==> src/rtl/sap1_fetch_unit_if.sv <==
// sap1_fetch_unit_if: memory bus and execute-stage handshake of the SAP-1 fetch unit
interface sap1_fetch_unit_if #(
  parameter int ADDR_W = 4,
  parameter int DATA_W = 8
);
  logic [ADDR_W-1:0] ram_address;
  logic              ram_oe_n;
  logic [DATA_W-1:0] bus_in;
  logic [3:0]        ir_opcode;
  logic [3:0]        ir_operand;
  logic [DATA_W-1:0] operand_data;
  logic              instr_valid;
  logic              instr_ready;
  modport master (
    output ram_address, ram_oe_n, ir_opcode, ir_operand, operand_data, instr_valid,
    input  bus_in, instr_ready
  );
  modport slave (
    input  ram_address, ram_oe_n, ir_opcode, ir_operand, operand_data, instr_valid,
    output bus_in, instr_ready
  );
endinterface

==> src/rtl/sap1_fetch_unit.sv <==
// sap1_fetch_unit: SAP-1 instruction/operand fetch with valid/ready hand-off to execute
module sap1_fetch_unit #(
  parameter int              ADDR_W     = 4,
  parameter int              DATA_W     = 8,
  parameter logic [ADDR_W-1:0] PC_RESET = '0,
  parameter logic [3:0]      HLT_OPCODE = 4'b1111
) (
  input  logic               clk,
  input  logic               rst_n,
  input  logic               start,
  sap1_fetch_unit_if.master  bus,
  output logic [ADDR_W-1:0]  pc,
  output logic               halted
);
  localparam logic [2:0] IDLE    = 3'd0;
  localparam logic [2:0] FETCH_A = 3'd1;
  localparam logic [2:0] FETCH_D = 3'd2;
  localparam logic [2:0] OPER_A  = 3'd3;
  localparam logic [2:0] OPER_D  = 3'd4;
  localparam logic [2:0] PRESENT = 3'd5;
  localparam logic [2:0] HALT    = 3'd6;
  logic [2:0] state;
  logic [3:0] op;
  assign op = bus.bus_in[DATA_W-1 -: 4];
  // Sequencer: address is loaded on entry to an address phase, OE pulses low for exactly the
  // following data phase, and instr_valid rises one cycle after capture so the execute stage
  // always sees settled instruction and operand values.
  always_ff @(posedge clk or negedge rst_n) begin
    if (!rst_n) begin
      state            <= IDLE;
      pc               <= PC_RESET;
      halted           <= 1'b0;
      bus.ram_address  <= '0;
      bus.ram_oe_n     <= 1'b1;
      bus.ir_opcode    <= '0;
      bus.ir_operand   <= '0;
      bus.operand_data <= '0;
      bus.instr_valid  <= 1'b0;
    end else begin
      case (state)
        IDLE: if (start) begin
          state           <= FETCH_A;
          bus.ram_address <= pc;
        end
        FETCH_A: begin
          state        <= FETCH_D;
          bus.ram_oe_n <= 1'b0;
        end
        FETCH_D: begin
          bus.ram_oe_n   <= 1'b1;
          bus.ir_opcode  <= op;
          bus.ir_operand <= bus.bus_in[3:0];
          pc             <= pc + ADDR_W'(1);
          if (op == HLT_OPCODE) begin
            state  <= HALT;
            halted <= 1'b1;
          end else if (op < 4'd3) begin
            state           <= OPER_A;
            bus.ram_address <= ADDR_W'(bus.bus_in[3:0]);
          end else begin
            state            <= PRESENT;
            bus.operand_data <= '0;
          end
        end
        OPER_A: begin
          state        <= OPER_D;
          bus.ram_oe_n <= 1'b0;
        end
        OPER_D: begin
          state            <= PRESENT;
          bus.ram_oe_n     <= 1'b1;
          bus.operand_data <= bus.bus_in;
        end
        PRESENT: if (!bus.instr_valid) bus.instr_valid <= 1'b1;
          else if (bus.instr_ready) begin
            bus.instr_valid <= 1'b0;
            state           <= FETCH_A;
            bus.ram_address <= pc;
          end
        HALT: bus.ram_oe_n <= 1'b1;
        default: state <= IDLE;
      endcase
    end
  end
endmodule

==> src/flat_wrapper.sv <==
// flat-port wrapper written by rule: the top's interface ports become plain ports
module sap1_fetch_unit_flat 
#(
  parameter int              ADDR_W     = 4,
  parameter int              DATA_W     = 8,
  parameter logic [ADDR_W-1:0] PC_RESET = '0,
  parameter logic [3:0]      HLT_OPCODE = 4'b1111
)
  (clk, rst_n, start, pc, halted, bus_ram_address, bus_ram_oe_n, bus_ir_opcode, bus_ir_operand, bus_operand_data, bus_instr_valid, bus_bus_in, bus_instr_ready);
  sap1_fetch_unit_if #(.ADDR_W(ADDR_W), .DATA_W(DATA_W)) bus_i ();
  input  logic clk;
  input  logic rst_n;
  input  logic start;
  output logic [ADDR_W-1:0] pc;
  output logic halted;
  output wire logic [$bits(bus_i.ram_address)-1:0] bus_ram_address;
  output wire logic [$bits(bus_i.ram_oe_n)-1:0] bus_ram_oe_n;
  output wire logic [$bits(bus_i.ir_opcode)-1:0] bus_ir_opcode;
  output wire logic [$bits(bus_i.ir_operand)-1:0] bus_ir_operand;
  output wire logic [$bits(bus_i.operand_data)-1:0] bus_operand_data;
  output wire logic [$bits(bus_i.instr_valid)-1:0] bus_instr_valid;
  input wire logic [$bits(bus_i.bus_in)-1:0] bus_bus_in;
  input wire logic [$bits(bus_i.instr_ready)-1:0] bus_instr_ready;
  assign bus_ram_address = bus_i.ram_address;
  assign bus_ram_oe_n = bus_i.ram_oe_n;
  assign bus_ir_opcode = bus_i.ir_opcode;
  assign bus_ir_operand = bus_i.ir_operand;
  assign bus_operand_data = bus_i.operand_data;
  assign bus_instr_valid = bus_i.instr_valid;
  assign bus_i.bus_in = bus_bus_in;
  assign bus_i.instr_ready = bus_instr_ready;
  sap1_fetch_unit #(.ADDR_W(ADDR_W), .DATA_W(DATA_W), .PC_RESET(PC_RESET), .HLT_OPCODE(HLT_OPCODE)) u_core (.clk(clk), .rst_n(rst_n), .start(start), .bus(bus_i), .pc(pc), .halted(halted));
endmodule
==> config.mk <==
export PLATFORM = sky130hd
export DESIGN_NAME = sap1_fetch_unit_flat
export DESIGN_NICKNAME = d
export VERILOG_FILES = /design/src/rtl/sap1_fetch_unit_if.sv /design/src/rtl/sap1_fetch_unit.sv /design/src/flat_wrapper.sv
export SDC_FILE = /design/constraint.sdc
export NUM_CORES = 1
export LEC_CHECK = 0
export ABC_AREA = 0
export CAP_MARGIN = 20
export CORE_MARGIN = 4
export CORE_UTILIZATION = 30
export DETAILED_ROUTE_END_ITERATION = 7
export PLACE_DENSITY = 0.65
export RECOVER_POWER = 25
export SETUP_SLACK_MARGIN = 0.02
export SLEW_MARGIN = 20
export SYNTH_ARGS = -nofsm -noshare
export SYNTH_HDL_FRONTEND = slang
export SYNTH_SLANG_ARGS = --single-unit
==> constraint.sdc <==
create_clock -name clk -period 2.5 [get_ports clk]
set_clock_uncertainty 0.2 [all_clocks]
set_input_delay 0.375 -clock clk [delete_from_list [all_inputs] [get_ports clk]]
set_output_delay 0.375 -clock clk [all_outputs]
set_load 0.01 [all_outputs]
==> results.md, run 1 <==
- Yosys reg bits: 30
- Library cells used by synthesis: 36
- Core area: 0.00450 mm^2
- Share of layout cells above drive strength 1: 8.43%
- Mapped Nets: 150
- Post-CTS setup buffers: 0
- Starting Density: 31.9%
- Hold WS: 0.277 ns
- Routed Antenna Nets: 0
- Hold path start: u_core.bus.ir_operand[3]$_DFFE_PN0N_
- Std-Cell Rows: 24
- Hpwl dp: 2.64 mm
- Area growth syn-to-layout: 35.2%
- Worst R2R Start: u_core.state[1]$_DFFE_PN0P_
- Nets@finish: 190
- Pre-antenna DRT Iters: 5
- Fmax: 490 MHz
- Initial antenna violation count: 0
- R2r setup slk: 0.46 ns
- Final Hold Fails: 0
- Max cap viols: 0
- TNS Setup: 0 ns
- H-Tree Depth: 2
- Worst Setup Path Type: register to register
- DRC errors left: 0
- Post-synthesis sequential area ratio: 52.4%
- Worst setup EP type: register
- Port Buffers: 38
- Top cell type's share of synthesized area: 50.5%
- Syn Area/Cell: 10.5 um^2
- CP required: 2.44 ns
- Vias in the first global route: 1205
- GRT Util Overall: 13.1%
- First-pass GRT wire length: 6.13 mm
- Antenna diode count: 0
- Clk Latency, worst-skew pair: 0.28 ns
- CP Launch Point: u_core.state[1]$_DFFE_PN0P_
- P_leak: 0.832 nW
- Cell Pwr Density: 1290 mW/mm^2
- Commonest non-fill, non-tap cell in the layout: clkdlybuf4s50_1
- HP Class: register to register
- Die ar.: 0.00596 mm^2
- Sinks on the clock net: 30
- Worst EP arrival: 1.98 ns
- VDD IR max: 416 uV
- Period minus WS final: 2.04 ns
- Starting DRC count in detailed routing: 92
- Max-Slew Margin vs Limit: 50.2%
- Vias per Instance: 5.29
- Worst Tran Pin Value: 0.747 ns
- Vias post-DR: 1216
- Hold-fix buffers, CTS: 0
- CTS Buf Count: 5
- Root Buffer: clkbuf_8
- Max-slew violation count: 0
- RSZ-0062 raised after global routing: false
- Critical Path Fanout Max: 16
- Top cell type by total area after synthesis: dfrtp_1
- Critical path startpoint category: register
- TritonCTS clock tree: built
- Die width: 77.2 um
- GP Congestion: 0.778
- Cell depth of the worst min-delay path: 1
- Mapped cell area: 0.00144 mm^2
- Outcome: finished, final reports clean
- Period utilisation layout: 81.7%
- GR Overflow Total: 0
- Reg2reg path depth: 3
- Hold Path Sink: u_core.bus.ir_operand[3]$_DFFE_PN0N_
- CTS Buffer Depth: 2
- Top post-synthesis cells by area: dfrtp_1, nand2_1, mux2i_1
- Most frequent cells in the layout: clkdlybuf4s50_1, dfrtp_1, nand2_1, o22ai_1
- Final WL: 3.63 mm
- WL/cell: 15.8 um
- Die height: 77.2 um
- Synth warnings: 0
- Reg2reg end: u_core.bus.ram_address[1]$_DFFE_PN0P_
- PostCTS Resize Cnt: 0
- # setup viols final: 0
- Worst-path clk slew: 0.07 ns
- Largest net degree at the start of global routing: 31
- Syn Inst Count: 137
- Io pins: 39
worst max path at each step:
stage,endpoint,slack (ns),cells after the start
after detailed placement,u_core.bus.operand_data[6]$_DFFE_PN0P_,0.36,4
after global routing,u_core.bus.ram_address[1]$_DFFE_PN0P_,0.32,3
after global placement,u_core.bus.operand_data[6]$_DFFE_PN0P_,0.43,4
final,u_core.bus.ram_address[1]$_DFFE_PN0P_,0.46,3
after CTS,u_core.bus.ram_address[1]$_DFFE_PN0P_,0.46,3
after floorplan,u_core.bus.ram_address[3]$_DFFE_PN0P_,0.98,4
worst max-delay path: stages, from the launching register on:
cell and delay, ns:
dfrtp_1 0.64, or3b_1 0.62, a22oi_1 0.30, o221ai_1 0.15
cell families (layout without fill, tap and decap cells):
kind of cell,Yosys count,count (layout),share of synthesized area (%)
adder cells (fa/ha/maj),1,1,0.871
flip-flops,30,30,52.4
AO/OA/AOI/OAI,38,38,18.2
buffers and inverters,9,50,3.57
multiplexers,8,8,5.58
AND/OR/NAND/NOR,48,48,17.6
XOR/XNOR,3,3,1.83
synthesized netlist by cell type, drive strengths merged:
| library cell | instances |
|---|---|
| a21oi | 3 |
| o22ai | 9 |
| mux2i | 8 |
| and4 | 1 |
| buf | 7 |
| a211oi | 1 |
| o221ai | 4 |
| o32a | 1 |
| o31ai | 1 |
| a2bb2oi | 1 |
| nor3 | 3 |
| clkinv | 1 |
| nor4bb | 3 |
| inv | 1 |
| nor2b | 1 |
| a211o | 1 |
| and4bb | 1 |
| or2 | 1 |
| dfrtp | 29 |
| a21o | 5 |
| dfstp | 1 |
| nor3b | 1 |
| nand4 | 1 |
| o21ai | 8 |
| nand2 | 27 |
| nand2b | 1 |
| nor2 | 3 |
| xnor2 | 3 |
| a22oi | 4 |
| nand3 | 4 |
| ha | 1 |
| or3b | 1 |
metrics by stage:
stage	area (um^2)	cells	power, mW	setup WS [ns]	util [%]
floorplan	1440	137	1.58	0.980	-
global placement	1850	222	2.08	0.434	41.1
detailed placement	1850	222	2.11	0.361	41.1
CTS	1940	230	2.52	0.461	43.2
global route	1940	230	2.68	0.321	43.1
finish	1940	230	2.50	0.458	43.1
sequential cells by signal, indices dropped and copies added (netlist names):
register                 cells
u_core.bus.instr_valid       1
u_core.bus.ir_opcode         4
u_core.bus.ir_operand        4
u_core.bus.operand_data      8
u_core.bus.ram_address       4
u_core.bus.ram_oe_n          1
u_core.halted                1
u_core.pc                    4
u_core.state                 3
power breakdown:
part	internal [mW]	total [mW]	switching (mW)
Combinational	0.629	1.16	0.527
Sequential	0.708	0.943	0.234
Clock	0.222	0.399	0.177
Total	1.56	2.50	0.938
cell type report:
cell class	count	area [um^2]
Timing Repair Buffer	40	393
Clock buffer	7	86.3
Tap cell	52	65.1
Clock inverter	1	5.00
Sequential cell	30	752
Inverter	2	7.51
Fill cell	430	2560
Multi-Input combinational cell	98	633
metal layers:
metal  GRT usage [%]  vias up  share of wire (%)  wire [um]
met2            21.2       37                 48       1750
li1                -      582                  -          -
met1            16.1      593                 44       1610
met3            4.10        4                5.5        201
met4            5.34        0                2.0         71
met5               0        -                  0          0
No activity file was read; power rests on OpenSTA's default activity.
==> run 2: changes to the inputs <==
Clock period 2.5 ns to 1.98 ns, I/O delays scaled along.
==> run 2 against run 1 <==
Setup slack worse by 0.33 ns. Core utilization up 1.0 points. Final area up 2.3%. Critical path depth down 2. Flip-flop and latch count unchanged. Sequential share of layout area down 0.88 points. Worst hold slack worse by 0.0048 ns. Combinational power up 31%. Die area unchanged. First-iteration DRC count down 3.3%. Non-clock buffer count up 6. Power up 28%. Largest cell class unchanged. Highest routed layer unchanged.
==> results.md, run 2 (same netlist as run 1, synthesis figures left out) <==
- Port Buffers: 38 (unchanged)
- WP buf/inv: 1 (+1)
- WL/cell: 15.4 um (-2.6%)
- Cell Pwr Density: 1610 mW/mm^2 (+25%)
- HP Class: register to register
- PostCTS Resize Cnt: 0 (unchanged)
- Critical path startpoint category: register
- H-Tree Depth: 2 (unchanged)
- Share of layout cells above drive strength 1: 11.4% (+3.0 points)
- Worst Tran Pin Value: 0.758 ns (+0.0108 ns)
- Outcome: finished, final reports clean
- Cell-internal power: 2.00 mW (+28%)
- DP Area: 0.00190 mm^2 (+2.4%)
- Root Buffer: clkbuf_8
- Fmax: 541 MHz
- CP required: 1.48 ns (-0.96 ns)
- Commonest non-fill, non-tap cell in the layout: clkdlybuf4s50_1
- Crit-path max cell delay: 0.54 ns (-0.10 ns)
- Post-CTS setup buffers: 0 (unchanged)
- Comb pwr share: 47.5% (+1.2 points)
- CP cell instances: clkdlybuf4s50_1
- Final WS setup: 0.131 ns (-0.327 ns)
- Area growth syn-to-layout: 38.3%
- Antenna diode count: 0 (unchanged)
- Max-slew violation count: 0 (unchanged)
- GRT Util Overall: 13.1% (about the same)
- CTS Buffer Depth: 2 (unchanged)
- Die ar.: 0.00596 mm^2 (unchanged)
- Sequential power share: 36.5% (-1.2 points)
- Core area: 0.00450 mm^2 (unchanged)
- Worst-path clk slew: 0.06 ns (about the same)
- VDD IR max: 547 uV (+31%)
- Clk Latency, worst-skew pair: 0.28 ns (about the same)
- Hpwl dp: 2.73 mm (+3.5%)
- GR Overflow Total: 0 (unchanged)
- Period minus WS final: 1.85 ns
- Max-Slew Margin vs Limit: 49.4% (-0.72 points)
- Std-Cell Rows: 24 (unchanged)
- Nets@finish: 196 (+3.2%)
- TritonCTS clock tree: built
- Clock power frac: 16.1% (about the same)
- Place WS: -0.0396 ns (-0.400 ns)
- Starting Density: 31.9% (unchanged)
- Largest net degree at the start of global routing: 31 (unchanged)
- GP Congestion: 0.788 (+1.3%)
- Routed Antenna Nets: 0 (unchanged)
- Vias post-DR: 1258 (+3.5%)
- DRC errors left: 0 (unchanged)
- Pre-antenna DRT Iters: 4 (-1)
- Top delay family on crit path: flip-flops
- Switching share of power: 37.3% (-0.22 points)
- Die width: 77.2 um (unchanged)
- Max cap viols: 0 (unchanged)
- P_leak: 0.863 nW (+3.7%)
- Total chip power: 3.20 mW (+28%)
- Sinks on the clock net: 30 (unchanged)
- Worst EP arrival: 1.35 ns (-0.63 ns)
- Initial antenna violation count: 0 (unchanged)
- Die height: 77.2 um (unchanged)
- Hold-fix buffers, CTS: 0 (unchanged)
- Final Hold Fails: 0 (unchanged)
- Vias per Instance: 5.33 (+0.82%)
- First-pass GRT wire length: 6.09 mm (-0.80%)
- Largest Register: u_core.bus.operand_data
- Core Util, Final: 44.1% (+1.0 points)
- Psw: 1.19 mW (+27%)
- # setup viols final: 0 (unchanged)
- Worst Setup Path Type: register to output pin
- Io pins: 39 (unchanged)
- CTS Buf Count: 5 (unchanged)
- Most frequent cells in the layout: clkdlybuf4s50_1, dfrtp_1, nand2_1, o22ai_1
- Starting DRC count in detailed routing: 89 (-3.3%)
- Period utilisation layout: 93.4%
- Max reg flops: 8 (unchanged)
- CP max stage cell: dfstp_2
- Final instance area: 0.00199 mm^2 (+2.3%)
- RSZ-0062 raised after global routing: false
- Final WL: 3.63 mm (-0.11%)
- Critical Path Fanout Max: 3 (-13)
- Worst setup EP type: output pin
- Vias in the first global route: 1280 (+6.2%)
## run 2: area by class of cell
cell class,instances,area [um^2]
clock buffers,7,86.3
clock inverters,1,5.00
fillers,428,2520
inverters,2,7.51
multi-input cells,98,633
flip-flops and latches,30,752
well taps,52,65.1
repair buffers,46,438
## run 2: worst paths after layout
kind	start	end	slack, ns	depth (start not counted)
max	u_core.bus.ram_oe_n$_DFFE_PN1P_	bus_ram_oe_n	0.13	1
min	u_core.bus.ir_opcode[1]$_DFFE_PN0N_	u_core.bus.ir_opcode[1]$_DFFE_PN0N_	0.27	2
max reg2reg	u_core.state[0]$_DFFE_PN0P_	u_core.bus.operand_data[6]$_DFFE_PN0P_	0.21	3
min reg2reg	u_core.bus.ir_opcode[1]$_DFFE_PN0N_	u_core.bus.ir_opcode[1]$_DFFE_PN0N_	0.27	2
max in group asynchronous	rst_n	u_core.pc[1]$_DFFE_PN0N_	0.68	2
min in group asynchronous	rst_n	u_core.state[2]$_DFFE_PN0P_	0.42	2
## run 2: power groups by stage
stage	clock (mW)	combinational, mW	sequential, mW
after floorplan	0	0.804	1.20
after global placement	0	1.49	1.17
after detailed placement	0	1.53	1.18
after CTS	0.520	1.54	1.17
after global routing	0.558	1.65	1.22
final	0.513	1.52	1.17
## run 2: layer usage
metal | GRT usage [%] | vias to the layer above | wire length [um]
met5 | 0 | - | 0
met4 | 7.65 | 0 | 72
met3 | 4.68 | 7 | 248
met2 | 20.9 | 37 | 1750
met1 | 15.1 | 614 | 1560
li1 | - | 600 | -
## run 2: through the flow
step / hold slack, ns / setup TNS [ns] / std cells
finish: 0.273 / 0 / 236
global route: 0.293 / 0 / 236
CTS: 0.223 / 0 / 236
detailed placement: 0.245 / -0.0717 / 228
global placement: 0.264 / 0 / 228
floorplan: -0.199 / 0 / 137
==> run 3: changes to the inputs <==
Clock period 1.98 ns to 2.4 ns, I/O delays scaled along.
==> run 3 against run 2 <==
Clock power fell by 3%. Via count shrank 2.7%. Power shrank 16%. Non-clock buffer count down 4.
==> results.md, run 3 (same netlist as run 1, synthesis figures left out) <==
- Final Hold Fails: 0 (unchanged)
- Max-slew violation count: 0 (unchanged)
- WL/cell: 15.5 um (+0.74%)
- Outcome: finished, final reports clean
- DRC errors left: 0 (unchanged)
- CP required: 2.34 ns (+0.86 ns)
- Sinks on the clock net: 30 (unchanged)
- Nets@finish: 192 (-2.0%)
- GRT Util Overall: 13.0% (-0.11 points)
- Max reg flops: 8 (unchanged)
- Vias in the first global route: 1221 (-4.6%)
- CTS Buffer Depth: 2 (unchanged)
- P_leak: 0.847 nW (-1.9%)
- Die height: 77.2 um (unchanged)
- Fmax: 511 MHz
- HP Class: register to register
- Sequential power share: 35.7% (-0.8 points)
- VDD IR max: 324 uV (-41%)
- Starting Density: 31.9% (unchanged)
- CTS Buf Count: 5 (unchanged)
- RSZ-0062 raised after global routing: false
- Initial antenna violation count: 0 (unchanged)
- Cell Pwr Density: 1370 mW/mm^2 (-15%)
- Max-Slew Margin vs Limit: 49.9% (+0.50 points)
- Pre-antenna DRT Iters: 6 (+2)
- Period utilisation layout: 81.6%
- Period minus WS final: 1.96 ns
- Psw: 0.976 mW (-18%)
- Final WL: 3.59 mm (-0.96%)
- Critical Path Fanout Max: 14 (+11)
- Die width: 77.2 um (unchanged)
- Vias post-DR: 1224 (-2.7%)
- Comb pwr share: 45.8% (-1.7 points)
- Commonest non-fill, non-tap cell in the layout: clkdlybuf4s50_1
- Area growth syn-to-layout: 37.3%
- GP Congestion: 0.779 (-1.1%)
- Hpwl dp: 2.62 mm (-4.2%)
- Core area: 0.00450 mm^2 (unchanged)
- Clk Latency, worst-skew pair: 0.28 ns (about the same)
- H-Tree Depth: 2 (unchanged)
- TNS Setup: 0 ns (unchanged)
- Io pins: 39 (unchanged)
- Clock power frac: 18.5% (+2.4 points)
- Cell-internal power: 1.72 mW (-14%)
- TritonCTS clock tree: built
- Max cap viols: 0 (unchanged)
- Core Util, Final: 43.8% (-0.33 points)
- Worst Tran Pin Value: 0.751 ns (-0.00746 ns)
- Share of layout cells above drive strength 1: 8.89% (-2.5 points)
- GR Overflow Total: 0 (unchanged)
- FILL cells: 446 (+4.2%)
- Die ar.: 0.00596 mm^2 (unchanged)
- Most frequent cells in the layout: clkdlybuf4s50_1, dfrtp_1, nand2_1, o22ai_1
- Vias per Instance: 5.28 (-1.0%)
- Worst EP arrival: 1.90 ns (+0.55 ns)
- Post-CTS setup buffers: 0 (unchanged)
- Total chip power: 2.69 mW (-16%)
- Register area: 752 um^2 (unchanged)
- Area taken by multi-input logic gates: 633 um^2 (unchanged)
- Worst setup EP type: register
- Root Buffer: clkbuf_8
- Port Buffers: 38 (unchanged)
- Std-Cell Rows: 24 (unchanged)
- First-pass GRT wire length: 6.12 mm (+0.58%)
- Worst-path clk slew: 0.07 ns (about the same)
- # setup viols final: 0 (unchanged)
- Largest net degree at the start of global routing: 31 (unchanged)
- Starting DRC count in detailed routing: 67 (-25%)
- Worst Setup Path Type: register to register
- Routed Antenna Nets: 0 (unchanged)
- Critical path startpoint category: register
- Antenna diode count: 0 (unchanged)
- Largest Register: u_core.bus.operand_data
- Hold-fix buffers, CTS: 0 (unchanged)
- PostCTS Resize Cnt: 0 (unchanged)
- Switching share of power: 36.2% (-1.1 points)
[run 3: changes by cell type in the layout (fill, tap and decap cells not counted), sizes merged]
cell    delta
buf        -4
bufinv     +1
clkinv     -1
[run 3: final timing paths]
| path | start | to | slack (ns) | depth (start not counted) |
|---|---|---|---|---|
| worst max-delay path | u_core.state[0]$_DFFE_PN0P_ | u_core.bus.ram_address[0]$_DFFE_PN0P_ | 0.44 | 3 |
| worst min-delay path | u_core.bus.ir_opcode[0]$_DFFE_PN0N_ | u_core.bus.ir_opcode[0]$_DFFE_PN0N_ | 0.27 | 2 |
| worst max register to register | u_core.state[0]$_DFFE_PN0P_ | u_core.bus.ram_address[0]$_DFFE_PN0P_ | 0.44 | 3 |
| worst min register to register | u_core.bus.ir_opcode[0]$_DFFE_PN0N_ | u_core.bus.ir_opcode[0]$_DFFE_PN0N_ | 0.27 | 2 |
| max in group asynchronous | rst_n | u_core.bus.operand_data[3]$_DFFE_PN0P_ | 1.04 | 2 |
| min in group asynchronous | rst_n | u_core.bus.ram_address[1]$_DFFE_PN0P_ | 0.48 | 2 |
[run 3: per-stage QoR]
step	hold slack (ns)	std cells	setup WS, ns	instance area [um^2]
after floorplan	-0.136	137	0.880	1440
after global placement	0.264	224	0.348	1870
after detailed placement	0.251	224	0.282	1870
after CTS	0.279	232	0.460	1970
after global routing	0.292	232	0.295	1970
final	0.273	232	0.442	1970
[run 3: area by class of cell]
type,count,area share (%)
clock buffer,7,3.87
clock inverter,1,1.52
inverter,2,0.381
multi-input combinational,98,32.1
sequential,30,38.1
tap,52,3.30
timing repair buffer,42,20.7
[run 3: worst max-delay path, cell delays in order (launching register included)]
cell and delay [ns]:
dfrtp_1 0.53, or3b_1 0.63, a22oi_1 0.30, o221ai_1 0.15
[run 3: power groups by stage]
stage / Sequential [mW] / Combinational (mW) / Clock (mW)
2_1_floorplan: 0.987 / 0.663 / 0
3_3_place_gp: 0.962 / 1.22 / 0
3_5_place_dp: 0.968 / 1.25 / 0
4_1_cts: 0.960 / 1.25 / 0.508
5_1_grt: 1.01 / 1.36 / 0.533
6_report: 0.961 / 1.23 / 0.498
[run 3: per-layer routing]
layer / GRT usage [%] / up-vias / part of all wire, %
met1: 16.9 / 591 / 45
met3: 3.98 / 5 / 5.3
li1: - / 586 / -
met5: 0 / - / 0
met2: 19.9 / 42 / 48
met4: 5.34 / 0 / 1.7
